`src/rtl/alu_seq.sv`:
```
// alu_seq: multi-cycle ALU for the execute stage of the RSA pipeline CPU.
//
// ADD/SUB/AND/OR/XOR finish on the accept edge.
// MUL/MULH use an unsigned shift-add multiplier that takes N clocks.
// The modulo op uses an unsigned restoring divider that also takes N clocks.
// Results and flags are registered and hold until the next completion.
//
// Ports:
//   clk_i      clock, rising edge
//   rst_ni     asynchronous active-low reset
//   start_i    request, accepted when busy_o is low
//   a_i, b_i   operands (b_i is the divisor for MOD)
//   opcode_i   000 ADD, 001 SUB, 010 AND, 011 OR, 100 MUL, 101 MOD,
//              110 XOR, 111 MULH
//   busy_o     multi-cycle operation in progress
//   valid_o    one-cycle pulse when result_o/ALUFlags_o update
//   result_o   registered result
//   ALUFlags_o registered flags {neg, zero, carry, overflow}
module alu_seq #(
  parameter int N = 32
) (
  input  logic         clk_i,
  input  logic         rst_ni,
  input  logic         start_i,
  input  logic [N-1:0] a_i,
  input  logic [N-1:0] b_i,
  input  logic [2:0]   opcode_i,
  output logic         busy_o,
  output logic         valid_o,
  output logic [N-1:0] result_o,
  output logic [3:0]   ALUFlags_o
);

  localparam int CW = $clog2(N);

  localparam logic [2:0] OP_ADD  = 3'b000;
  localparam logic [2:0] OP_SUB  = 3'b001;
  localparam logic [2:0] OP_AND  = 3'b010;
  localparam logic [2:0] OP_OR   = 3'b011;
  localparam logic [2:0] OP_MUL  = 3'b100;
  localparam logic [2:0] OP_MOD  = 3'b101;
  localparam logic [2:0] OP_XOR  = 3'b110;
  localparam logic [2:0] OP_MULH = 3'b111;

  typedef enum logic [1:0] {IDLE, MUL, DIV} state_t;

  state_t         state, next_state;
  logic [CW-1:0]  count;
  logic           last_iter;

  logic [N-1:0]   mul_a;
  logic [N-1:0]   mul_b;
  logic [2*N-1:0] acc;
  logic [2*N-1:0] acc_next;
  logic [N:0]     partial;
  logic           want_high;

  logic [N-1:0]   div_b;
  logic [N-1:0]   dividend;
  logic [N-1:0]   rem;
  logic [N-1:0]   rem_next;
  logic [N:0]     trial;

  logic [N-1:0]   b_eff;
  logic [N:0]     sum;
  logic [N-1:0]   alu_res;
  logic [3:0]     alu_flags;
  logic [N-1:0]   mul_res;
  logic [3:0]     mul_flags;
  logic [3:0]     div_flags;

  assign busy_o    = (state != IDLE);
  assign last_iter = (count == CW'(N - 1));

  // Single-cycle datapath. SUB reuses the adder as a + ~b + 1, so the carry
  // out reads as "no borrow" and the overflow test is shared with ADD.
  always_comb begin
    b_eff     = (opcode_i == OP_SUB) ? ~b_i : b_i;
    sum       = {1'b0, a_i} + {1'b0, b_eff} + {{N{1'b0}}, (opcode_i == OP_SUB)};
    alu_res   = '0;
    alu_flags = '0;
    case (opcode_i)
      OP_ADD, OP_SUB: begin
        alu_res      = sum[N-1:0];
        alu_flags[1] = sum[N];
        alu_flags[0] = (a_i[N-1] == b_eff[N-1]) && (sum[N-1] != a_i[N-1]);
      end
      OP_AND:  alu_res = a_i & b_i;
      OP_OR:   alu_res = a_i | b_i;
      OP_XOR:  alu_res = a_i ^ b_i;
      default: alu_res = '0;
    endcase
    alu_flags[3] = alu_res[N-1];
    alu_flags[2] = (alu_res == '0);
  end

  // One shift-add step: add the multiplicand into the upper half when the
  // current multiplier bit is set, then shift the whole accumulator right.
  // After N steps acc holds the full 2N-bit product.
  always_comb begin
    partial   = {1'b0, acc[2*N-1:N]} + (mul_b[0] ? {1'b0, mul_a} : '0);
    acc_next  = {partial, acc[N-1:1]};
    mul_res   = want_high ? acc_next[2*N-1:N] : acc_next[N-1:0];
    mul_flags = '0;
    mul_flags[3] = mul_res[N-1];
    mul_flags[2] = (mul_res == '0);
    mul_flags[0] = !want_high && (acc_next[2*N-1:N] != '0);
  end

  // One restoring-division step, dividend MSB first. The remainder is kept
  // below the divisor, so the subtraction fits in N bits. With a zero divisor
  // every trial "succeeds" and the remainder simply shifts in the dividend,
  // which leaves a in the remainder after N steps.
  always_comb begin
    trial     = {rem, dividend[N-1]};
    rem_next  = (trial >= {1'b0, div_b}) ? (trial[N-1:0] - div_b) : trial[N-1:0];
    div_flags = '0;
    div_flags[3] = rem_next[N-1];
    div_flags[2] = (rem_next == '0);
    div_flags[0] = (div_b == '0);
  end

  // State register.
  always_ff @(posedge clk_i or negedge rst_ni) begin
    if (!rst_ni) state <= IDLE;
    else         state <= next_state;
  end

  // Next-state logic: MUL/MULH and MOD leave IDLE on accept and come back on
  // the final iteration edge.
  always_comb begin
    next_state = state;
    case (state)
      IDLE: begin
        if (start_i) begin
          if (opcode_i == OP_MUL || opcode_i == OP_MULH) next_state = MUL;
          else if (opcode_i == OP_MOD)                  next_state = DIV;
        end
      end
      MUL:     if (last_iter) next_state = IDLE;
      DIV:     if (last_iter) next_state = IDLE;
      default: next_state = IDLE;
    endcase
  end

  // Datapath registers: operand latching, iteration, and result/flag update.
  // valid_o defaults low so it only pulses on completion edges.
  always_ff @(posedge clk_i or negedge rst_ni) begin
    if (!rst_ni) begin
      count      <= '0;
      mul_a      <= '0;
      mul_b      <= '0;
      acc        <= '0;
      want_high  <= 1'b0;
      div_b      <= '0;
      dividend   <= '0;
      rem        <= '0;
      valid_o    <= 1'b0;
      result_o   <= '0;
      ALUFlags_o <= '0;
    end else begin
      valid_o <= 1'b0;
      case (state)
        IDLE: begin
          if (start_i) begin
            if (opcode_i == OP_MUL || opcode_i == OP_MULH) begin
              mul_a     <= a_i;
              mul_b     <= b_i;
              acc       <= '0;
              want_high <= (opcode_i == OP_MULH);
              count     <= '0;
            end else if (opcode_i == OP_MOD) begin
              div_b    <= b_i;
              dividend <= a_i;
              rem      <= '0;
              count    <= '0;
            end else begin
              result_o   <= alu_res;
              ALUFlags_o <= alu_flags;
              valid_o    <= 1'b1;
            end
          end
        end
        MUL: begin
          acc   <= acc_next;
          mul_b <= mul_b >> 1;
          count <= count + CW'(1);
          if (last_iter) begin
            count      <= '0;
            result_o   <= mul_res;
            ALUFlags_o <= mul_flags;
            valid_o    <= 1'b1;
          end
        end
        DIV: begin
          rem      <= rem_next;
          dividend <= dividend << 1;
          count    <= count + CW'(1);
          if (last_iter) begin
            count      <= '0;
            result_o   <= rem_next;
            ALUFlags_o <= div_flags;
            valid_o    <= 1'b1;
          end
        end
        default: count <= '0;
      endcase
    end
  end

endmodule

```
`config.mk`:
```
export PLATFORM = sky130hd
export DESIGN_NAME = alu_seq
export DESIGN_NICKNAME = d
export VERILOG_FILES = /design/src/rtl/alu_seq.sv
export SDC_FILE = /design/constraint.sdc
export NUM_CORES = 1
export LEC_CHECK = 0
export BUFFER_PORTS_ARGS = -buffer_cell sky130_fd_sc_hd__buf_4
export CAP_MARGIN = 15
export CORE_MARGIN = 2
export CORE_UTILIZATION = 25
export CTS_CLUSTER_SIZE = 12
export DETAILED_ROUTE_END_ITERATION = 10
export SLEW_MARGIN = 20
export SYNTH_ARGS = -nofsm -noshare
export SYNTH_HDL_FRONTEND = slang
export SYNTH_SLANG_ARGS = --single-unit
```
`constraint.sdc`:
```
create_clock -name clk_i -period 7.1 [get_ports clk_i]
set_input_delay 0.71 -clock clk_i [delete_from_list [all_inputs] [get_ports clk_i]]
set_output_delay 0.71 -clock clk_i [all_outputs]
set_load 0.02 [all_outputs]
```
# After elaboration in Yosys (flattened, before gate mapping)
# Index checks and enable logic that the tools add are counted.
# totals
ff_bits	269
inputBits	70
output_inout_bits	38
elab_cells	115
# op_classes
add_sub_neg	5
magnitude_cmp	1
n_eq_ne	21
muxes	47
bitwise_logic	5
reduce_logical	24
# ops
cell	n
2-to-1 mux 32 bit	17
case mux 32 bit (2 select lines)	3
logical NOT 32 bit	4
2-to-1 mux 64 bit	2
case mux 32 bit (4 select lines)	1
case mux 64 bit (2 select lines)	1
case mux 32 bit (3 select lines)	1
adder 32 x 32 -> 33 bit	2
adder 33 x 1 -> 33 bit	1
greater-or-equal comparator 33 x 32 -> 1 bit	1
bitwise AND 32 bit	1
NOT 32 bit	1
OR 32 bit	1
nonzero test 32 bit	1
subtractor 32 bit	1
XOR 32 bit	1
2-to-1 mux 4 bit	5
2-to-1 mux 5 bit	4
inequality test 2 bit, second input constant	7
== test 3 bit, second input constant	4
case mux 4 bit (3 select lines)	1
2-to-1 mux 2 bit	5
case mux 5 bit (2 select lines)	1
AND reduction 3 bit	3
other kinds (25)	34

# Longest topological paths before layout
# depth
depth_word	11
depth_mapped	23
depth_no_buf	17

# Worst setup path after synthesis
# Ideal clock, no wire load.
# synth_path
kind	input to register
from	input port opcode_i[0]
to	register ALUFlags_o[2]
setup_ns	0.074
arrival_ns	5.765
required_ns	7.026
path_slack_ns	1.261
stages	22
n_path_buf	7
path_cell_list	buf_2 buf_1 buf_1 clkbuf_1 clkbuf_1 and2_1 clkbuf_1 buf_1 mux2i_1 fa_1 nor2b_1 o31ai_1 or3_1 a211oi_1 o41a_1 a21boi_1 xnor2_1 a221o_1 nor4b_1 and4b_1 nand3_1 o21ai_2
# synth_between
elab_chain_cells	10
# synth_lines
item	line	source
from (decl)	27	input logic [2:0] opcode_i,
== test 3 x 1 -> 1 bit	78, 79, 82	
2-to-1 mux 32 bit	78	b_eff = (opcode_i == OP_SUB) ? ~b_i : b_i;
adder 32 x 32 -> 33 bit	79	sum = {1'b0, a_i} + {1'b0, b_eff} + {{N{1'b0}}, (opcode_i == OP_SUB)};
adder 33 x 1 -> 33 bit	79	
case mux 32 bit (4 select lines)	82	case (opcode_i)
logical NOT 32 bit	94	alu_flags[2] = (alu_res == '0);
2-to-1 mux 4 bit	172	end else if (opcode_i == OP_MOD) begin
2-to-1 mux 4 bit	166	if (opcode_i == OP_MUL || opcode_i == OP_MULH) begin
2-to-1 mux 4 bit	165	if (start_i) begin
case mux 4 bit (3 select lines)	163	case (state)
to (signal assigned)	179	ALUFlags_o <= alu_flags;
to (signal assigned)	191	ALUFlags_o <= mul_flags;
to (signal assigned)	202	ALUFlags_o <= div_flags;
to (decl)	31	output logic [3:0] ALUFlags_o
# Several ways; a longest one is shown, not always the timed one. The select of a mux whose other input is x is not followed.
# A chain may end at the register's enable or synchronous reset.

# Final worst setup path
# layout_path
from	register mul_b[0]
to	register ALUFlags_o[2]
# layout_between
elab_chain_cells	6
# layout_lines
item	line	source
from (decl)	52	logic [N-1:0] mul_b;
from (signal assigned)	168	mul_b <= b_i;
from (signal assigned)	186	mul_b <= mul_b >> 1;
2-to-1 mux 32 bit	101	partial = {1'b0, acc[2*N-1:N]} + (mul_b[0] ? {1'b0, mul_a} : '0);
adder 32 x 32 -> 33 bit	101	
2-to-1 mux 32 bit	103	mul_res = want_high ? acc_next[2*N-1:N] : acc_next[N-1:0];
logical NOT 32 bit	106	mul_flags[2] = (mul_res == '0);
2-to-1 mux 4 bit	188	if (last_iter) begin
case mux 4 bit (3 select lines)	163	
# Every way passes these cells. The select of a mux whose other input is x is not followed.

==> flow_summary.yaml <==
placed_design:
  port_buffers: 107
  hpwl_um: 59670
  gp_congestion: 0.9634
cts:
  postCtsSetupBuffers: 0
  clockRootBuffer: "clkbuf_16"
  clock-sinks: 267
  cts_tree: "yes"
  cts.repair.resized: 0
  clockBufferDepth: 3
  cts_hold_buf: 0
  cts_buffers: 36
  cts.clk_slew.worst_paths_ns: 0.06
  htreeDepth: 2
  clk_latency_ns: 0.57
timing:
  period_share_pct: 69.86
  hold_viol: 0
  fmax_mhz: 201.6
  setup_violations: 0
  rsz0062_at_grt: "false"
  fin_tns_setup_ns: 0
  fin_skew_ns: 0.02353
  slew_violations: 0
  slew_headroom_pct: 33.67
  layout_min_cycle_time_ns: 4.960
  worst_pin_slew_ns: 0.9949
cells_and_area:
  fin_util_pct: 29.01
  fillerInstances: 8688
  drive_above_1_share_pct: 9.715
  area_delta_synth_final_pct: 14.91
  nets: 2707
worst_setup_path:
  critical_path.max_fanout: 20
  worstPathArrival_ns: 5.44
  path_common_cell: "a2111oi_0"
  crit_chain: "and2_1 > ha_1 > inv_1 > fa_1 > nor2b_1 > o2111ai_1 > nand2_1 > xor2_1 > or4_1 > a2111oi_0 > and4bb_1 > nand3_1 > a2111oi_0 > a41oi_1 > o31a_1 > o21ai_2"
  critPathSlowestCell: "a2111oi_0"
  cp-end-kind: "register"
  cpLargestDelayFamily: "compound AO/OA/AOI/OAI gates"
  crit_type: "reg2reg"
  cp-start-kind: "register"
  max_stage_delay_ns: 0.65
  required_ns: 7.58
  cp_num_buf_inv: 1
global_route:
  grt_overflow: 0
  grt_pass1_vias: 17590
  grt_max_degree: 81
  grt_use_total_pct: 18.20
  grt_pass1_wl_um: 115200
  antenna_found_initial: 3
synthesis:
  yosysTopAreaCellShare_pct: 32.91
  synth_cells: 2434
  synth_fp_nets: 2675
  synthArstFlopShare_pct: 100.0
  postSynthAreaPerCell_um2: 8.340
  synth_top_cells_by_count: "396 x nand2_1, 267 x dfrtp_1, 265 x o21ai_0"
  yosys-top-cells-area: "dfrtp_1 33%, ha_1 10%, nand2_1 7.3%"
  synth_area_leader_cell: "dfrtp_1"
  syn-cell-area_mm2: 0.02030
  synth_seq_cells: 267
  yosysWarnings: 0
  synth-main-ff-cell: "dfrtp_1"
  synth_most_common_cell: "nand2_1"
  yosysUniqueCellTypes: 89
  synth_edf_count: 0
  ys_seq_area_share_pct: 32.91
floorplanning:
  die_y_um: 289.0
  die_area_mm2: 0.08350
  rows: 104
  fp.coreArea_mm2: 0.08042
  start_util_pct: 25.24
  ioPinCount: 108
  fp.dieW_um: 289.0
drt:
  routedWlPerCell_um: 21.66
  dr.pass1.iters: 5
  wl_um: 76950
  drc: 0
  ant_nets: 0
  routed_via_density: 5.258
  drtIter0Drc: 1885
  vias: 18680
pwr:
  p_leak_nw: 10.39
  power.density_mw_per_mm2: 335.7
  max-vdd-ir-drop_uv: 187.6
worst_hold_path:
  hold_path_class: "in2async"
outcome:
  status: "completed"
job:
  maxCapViolations: 0
[worst paths after layout]
check,startpoint,endpoint,slack [ns],cells past startpoint
min in group clk_i,b_i[30],div_b[30],0.43,3
max reg2reg,mul_b[0],ALUFlags_o[2],2.14,16
min reg2reg,mul_a[16],mul_a[16],0.47,2
max,mul_b[0],ALUFlags_o[2],2.14,16
max in group asynchronous,rst_ni,dividend[28],5.46,2
min,rst_ni,result_o[6],0.12,1
[stage by stage]
stage / instances / cell area (um2) / total power, W / hold WS [ns] / worst slack, ns
CTS: 3550 / 23300 / 0.007804 / 0.1543 / 2.229
detailed placement: 3487 / 22140 / 0.005945 / 0.4622 / 1.761
finish: 3552 / 23330 / 0.007831 / 0.1170 / 2.140
floorplan: 2434 / 20300 / 0.004606 / 0.4144 / 1.261
global route: 3551 / 23320 / 0.008306 / 0.1880 / 1.886
global placement: 3487 / 22140 / 0.005915 / 0.4539 / 1.718
[registers in the layout, indices dropped and copies added (netlist names)]
name / flops
mul_a: 32
count: 5
dividend: 32
mul_b: 32
valid_o: 1
result_o: 32
acc: 63
div_b: 32
want_high: 1
state: 2
ALUFlags_o: 3
rem: 32
[layer usage]
layer  GRT usage (%)  part of all wire [%]  vias to the layer above
met5               0                 0.047                        -
met4           6.121                   3.3                        6
met3           3.740                   8.2                      125
met2           27.71                    43                      740
met1           25.54                    45                     9021
li1                -                     -                     8783
[final cells by class]
class	instances	area [um2]	area share (%)
antenna	1	2.502	0.01073
multi-input combinational	1895	12630	54.14
tap	1060	1326	5.685
clock buffer	51	1028	4.409
timing repair buffer	134	1033	4.430
clock inverter	12	128.9	0.5525
inverter	132	495.5	2.124
sequential	267	6683	28.65
[report_power, final]
group          internal, W  switching [W]  total [W]
sequential         0.00199       0.000360    0.00235
clock              0.00108       0.000749    0.00183
combinational      0.00123        0.00242    0.00365
[cells in the final DEF (no fill, tap or decap), drive strengths merged, types with 8 or more instances in the layout]
cell,instances
o31ai,47
or3,12
inv,130
nor4,25
a22o,28
o21a,12
mux2i,112
clkinv,9
nor3,24
and3,14
nor2b,10
nand3,48
a221oi,8
clkbuf,51
or4,10
o21ai,299
o211ai,22
a31oi,16
o21bai,12
dfrtp,267
a2111oi,8
a21oi,117
xor2,30
mux2,17
and2,41
a211oi,35
nand2,396
ha,168
o22ai,14
a21o,54
xnor2,77
nand4,20
nor2,102
buf,134
nand2b,13
[cell families (layout without fill, tap and decap cells)]
logic type,count (synthesis),count (layout),share of synthesized area [%]
AOI/OAI and AO/OA,748,748,23.62
xor gates and xnor gates,107,107,4.616
DFF,267,267,32.91
adders and majority gates,171,171,10.65
other,0,1,0
and+or+nand+nor,740,740,16.54
buffers and inverters,272,329,5.196
muxes,129,129,6.465
(Power assumes the default switching activity.)
